===== config.mk =====
export PLATFORM = sky130hd
export DESIGN_NAME = jpc_pc_unit
export DESIGN_NICKNAME = d
export VERILOG_FILES = /design/src/rtl/jpc_pc_unit.sv
export SDC_FILE = /design/constraint.sdc
export NUM_CORES = 1
export LEC_CHECK = 0
export CORE_ASPECT_RATIO = 1.25
export CORE_MARGIN = 4
export CORE_UTILIZATION = 45
export DETAILED_ROUTE_END_ITERATION = 6
export PLACE_DENSITY_LB_ADDON = 0.15
export SKIP_LAST_GASP = 1
export SLEW_MARGIN = 5
export SYNTH_ARGS = -nofsm -noshare
export SYNTH_HDL_FRONTEND = slang
export SYNTH_SLANG_ARGS = --single-unit

===== constraint.sdc =====
create_clock -name clk -period 6.38 [get_ports clk]
set_input_delay 0.957 -clock clk [delete_from_list [all_inputs] [get_ports clk]]
set_output_delay 0.957 -clock clk [all_outputs]
set_load 0.03 [all_outputs]

===== src/rtl/jpc_pc_unit.sv =====
// Fetch-stage program counter. Next PC comes from trap, redirect, return-address stack
// or sequential increment. All outputs are registered.
module jpc_pc_unit #(
   parameter int unsigned                ADDR_WIDTH   = 32,
   parameter logic [ADDR_WIDTH-1:0]      RESET_VECTOR = '0,
   parameter int unsigned                INCR         = 4,
   parameter int unsigned                RAS_DEPTH    = 4,
   parameter int unsigned                ALIGN_BITS   = 2
) (
   input  logic                              clk,
   input  logic                              rst,
   input  logic                              en_I,
   input  logic                              redirect_I,
   input  logic [ADDR_WIDTH-1:0]             redirect_pc_I,
   input  logic                              trap_I,
   input  logic [ADDR_WIDTH-1:0]             trap_vec_I,
   input  logic                              call_I,
   input  logic                              ret_I,
   output logic [ADDR_WIDTH-1:0]             pc_O,
   output logic                              misaligned_O,
   output logic [$clog2(RAS_DEPTH+1)-1:0]    ras_count_O,
   output logic                              ras_empty_O,
   output logic                              ras_full_O
);

   localparam int unsigned CW = $clog2(RAS_DEPTH + 1);
   localparam int unsigned PW = (RAS_DEPTH > 1) ? $clog2(RAS_DEPTH) : 1;
   localparam logic [ADDR_WIDTH-1:0] LowMask = ADDR_WIDTH'((64'd1 << ALIGN_BITS) - 64'd1);
   localparam logic [CW-1:0] Depth   = CW'(RAS_DEPTH);
   localparam logic [PW-1:0] LastIdx = PW'(RAS_DEPTH - 1);

   logic [ADDR_WIDTH-1:0] pc_q, pc_d;
   logic                  mis_q, mis_d;
   logic [CW-1:0]         cnt_q, cnt_d;
   logic [PW-1:0]         tp_q, tp_d;
   logic [ADDR_WIDTH-1:0] ras_q [RAS_DEPTH];

   logic                  ras_we;
   logic [PW-1:0]         ras_widx;
   logic [ADDR_WIDTH-1:0] seq_pc;
   logic [PW-1:0]         tp_inc, tp_dec;
   logic                  ret_hit;

   assign seq_pc  = pc_q + ADDR_WIDTH'(INCR);
   assign tp_inc  = (tp_q == LastIdx) ? '0 : tp_q + PW'(1);
   assign tp_dec  = (tp_q == '0) ? LastIdx : tp_q - PW'(1);
   assign ret_hit = ret_I && (cnt_q != '0);

   always_comb begin
      pc_d     = pc_q;
      mis_d    = 1'b0;
      cnt_d    = cnt_q;
      tp_d     = tp_q;
      ras_we   = 1'b0;
      ras_widx = tp_q;
      if (trap_I) begin
         pc_d  = trap_vec_I & ~LowMask;
         mis_d = |(trap_vec_I & LowMask);
         cnt_d = '0;
      end else if (redirect_I) begin
         pc_d  = redirect_pc_I & ~LowMask;
         mis_d = |(redirect_pc_I & LowMask);
      end else if (en_I) begin
         pc_d = ret_hit ? ras_q[tp_q] : seq_pc;
         if (call_I && ret_hit) begin
            // Pop and push in one cycle: overwrite the top in place.
            ras_we = 1'b1;
         end else if (call_I) begin
            ras_we   = 1'b1;
            ras_widx = tp_inc;
            tp_d     = tp_inc;
            if (cnt_q != Depth) cnt_d = cnt_q + CW'(1);
         end else if (ret_hit) begin
            tp_d  = tp_dec;
            cnt_d = cnt_q - CW'(1);
         end
      end
   end

   always_ff @(posedge clk) begin
      if (rst) begin
         pc_q  <= RESET_VECTOR;
         mis_q <= 1'b0;
         cnt_q <= '0;
         tp_q  <= '0;
      end else begin
         pc_q  <= pc_d;
         mis_q <= mis_d;
         cnt_q <= cnt_d;
         tp_q  <= tp_d;
      end
   end

   // Stack entries are never cleared; only the count marks them valid.
   always_ff @(posedge clk) begin
      if (!rst && ras_we) ras_q[ras_widx] <= seq_pc;
   end

   assign pc_O         = pc_q;
   assign misaligned_O = mis_q;
   assign ras_count_O  = cnt_q;
   assign ras_empty_O  = (cnt_q == '0);
   assign ras_full_O   = (cnt_q == Depth);

endmodule


==> run metrics <==
outcome finished, final reports clean; Post-Route WL 20900 um; Crit path largest cell delay 800 ps; clk sinks 168; origin of the critical flop-to-flop path ras_count_O[0]; Root Buffer clkbuf_16; Core ar. 0.0169 mm^2; clock buffer count from CTS 17; sequential cell area fraction in the yosys report 0.598; flip-flop and latch count after synthesis 168; Top Ports 109; vias in the first global route 5721; Reg2Reg Capture Point ras_q[0][15]; via count 5613; initial antenna violation count 0; CP max stage cell clkdlybuf4s50_1; area of the multi-input gates 0.00289 mm^2; relative slew slack 0.329; CP delay by family, top simple AND/OR/NAND/NOR gates; Cells on Worst Hold Path 0; Worst EP arrival 4100 ps; CP Buf/Inv Count 2; Leakage 0.00324 uW; buffer depth of the longest clock path 2; Die W 126 um; CP required 6470 ps; Final ANT Viol Nets 0; worst-skew pair later-pin latency 430 ps; Starting Density 0.460; drt first pass iters 6; TNS Setup 0 ps; actual slew at the worst max-slew pin 1010 ps; Ant. Diodes 0; crit start category input port; Worst R2R Path Depth 6; synth-to-layout area growth 24.0%; cts repair resizes 0; MaxCap Viol Count 0; RSZ-0062 raised after global routing false; clock share of power 0.388; vias per cell 5.94; Syn Inst Count 617; hold-fix buffers at CTS 0; fraction of layout cells with a size suffix above 1 0.138; sequential fraction of design power 0.475; Post-CTS Setup Inserts 0; Worst-path clk slew 70 ps; Critical Path, Cell by Cell clkdlybuf4s50_1 > nor3b_1 > nand3_1 > mux2i_1 > nand4b_1 > nor2_2 > buf_4; Placer Congestion 0.789; Mapped Area 0.00777 mm^2; Final Max Slew Viols 0; Post-synth EDFFs 128; FILL cells 1396; fin crit period 4010 ps; Main synth FF type edfxtp_1; 1st-iter DRT viols 515; Yosys cell types 54; HP Class reg -> reg; reg-to-reg setup timing slack 3050 ps; Reg area 0.00465 mm^2; Int Power 1970 uW; post-place setup slack 1920 ps; async set-reset flop share out of synthesis 0; crit-path max FO 18; kind of critical path in -> reg; yosys warns 0; Comb pwr share 0.138; FP Rows 53; PD cells 274 mW/mm^2; WHS 545 ps; Fin. Hold Viols 0; Worst Skew 15.1 ps; CTS tree yes; setup violators final 0; Chip Height 155 um; Post-Syn Nets 692; DRC Markers 0; Net Sw Power 669 uW; Wirelength per Cell 22.1 um; Worst Hold End ras_q[1][1]; IO Port Bufs 108; H-tree depth 4; Post-DP HPWL 13900 um; full die area 0.0195 mm^2; fmax 250 MHz; grt ovf 0; VDD IR-drop max 0.180 mV; sw frac 0.253; first-pass GRT wire length 32200 um; # nets final 787; gr usage total 0.217; final setup margin 2370 ps; CP Capture Type flop; pin count of the biggest net entering global routing 69; fin crit share 0.628; average footprint of a synthesized cell 12.6 um^2
## how the worst max path moves through the flow
stage               start           end  slack, ps  cells after the start
4_1_cts        redirect_I  ras_q[0][15]       2360                      7
3_3_place_gp   redirect_I  ras_q[0][13]       1990                      7
3_5_place_dp   redirect_I  ras_q[0][13]       1920                      7
2_1_floorplan      trap_I   ras_q[2][0]       1640                      5
5_1_grt        redirect_I  ras_q[0][14]       2210                      7
6_report       redirect_I  ras_q[0][15]       2370                      7
## power groups by stage
stage	combinational (uW)	sequential, uW	clock, uW
2_1_floorplan	202	1290	0
3_3_place_gp	356	1280	0
3_5_place_dp	363	1280	0
4_1_cts	365	1250	1040
5_1_grt	390	1260	1100
6_report	364	1250	1020
## per-layer routing
layer | GRT usage | up-vias | wire (um)
li1 | - | 2574 | -
met4 | 0.0718 | 0 | 415
met1 | 0.276 | 2804 | 8560
met3 | 0.0532 | 35 | 1280
met5 | 0 | - | 0
met2 | 0.367 | 200 | 10600
## kinds of logic (layout without fill, tap and decap cells)
family	count (synthesis)	in the layout	synth area share
AND/OR/NAND/NOR	189	189	0.123
flip-flops	168	168	0.598
AO/OA/AOI/OAI	131	131	0.112
buffers and inverters	63	171	0.0330
multiplexers	37	37	0.0992
XOR/XNOR	25	25	0.0282
adder cells (fa/ha/maj)	4	4	0.00741
## cells in the final DEF, fill, tap and decap left out, types with 7 or more instances in the layout
master and n:
o21ai_0 18, inv_1 16, or4_1 7, nand4_1 12
clkbuf_16 17, buf_4 15, a21oi_1 45, nor2_1 51
xnor2_1 18, a211oi_1 17, a221oi_1 9, nor3_1 21
mux4_2 32, xor2_1 7, nand3_1 13, nor4_1 8
dfxtp_1 39, clkdlybuf4s50_1 106, nand2_1 42, a31oi_1 7
edfxtp_1 128
## synthesized netlist by cell type (2+ instances only)
master / instances / share of area
nand2_1: 42 / 0.020
o21ai_0: 18 / 0.012
a21bo_2: 5 / 0.0064
o21bai_1: 3 / 0.0029
nor4_1: 8 / 0.0064
o21a_1: 2 / 0.0019
xnor2_1: 18 / 0.020
and4_1: 5 / 0.0056
edfxtp_1: 128 / 0.49
o31ai_1: 5 / 0.0048
a211oi_1: 17 / 0.016
o2bb2ai_1: 2 / 0.0023
nor3_1: 23 / 0.015
nor3b_1: 4 / 0.0039
or3_1: 3 / 0.0024
and2_0: 3 / 0.0024
a2111oi_0: 5 / 0.0056
nor2_1: 53 / 0.026
o31a_1: 3 / 0.0034
inv_1: 16 / 0.0077
buf_2: 10 / 0.0064
buf_1: 3 / 0.0014
a221o_1: 4 / 0.0052
nand3_1: 13 / 0.0084
xor2_1: 7 / 0.0079
clkbuf_1: 32 / 0.015
nand4_1: 12 / 0.0097
a21oi_1: 45 / 0.029
mux4_2: 32 / 0.093
nand2b_1: 2 / 0.0016
or2_2: 5 / 0.0040
mux2i_1: 5 / 0.0064
or4_1: 7 / 0.0068
a31oi_1: 7 / 0.0056
dfxtp_1: 40 / 0.10
buf_4: 2 / 0.0019
ha_1: 3 / 0.0048
a221oi_1: 9 / 0.010
## registers in the layout (all words and copies together), names as in the netlist, named ones only
| name | count |
|---|---|
| ras_q | 128 |
| pc_O | 30 |
| ras_count_O | 3 |
| tp_q | 2 |
| misaligned_O | 1 |
## through the flow
step,total power [uW],util,cell area [um^2],cells
after floorplan,1490,-,7770,617
after global placement,1630,0.535,9050,913
after detailed placement,1640,0.535,9050,913
after CTS,2660,0.570,9640,945
after global routing,2740,0.570,9640,945
final,2640,0.570,9640,945
## cell type report
class	count	share of cell area
Clock buffer	19	0.0460
Tap cell	220	0.0286
Inverter	16	0.00623
Sequential cell	168	0.482
Timing Repair Buffer	123	0.123
Clock inverter	13	0.0151
Multi-Input combinational cell	386	0.299
(Power assumes the default switching activity.)
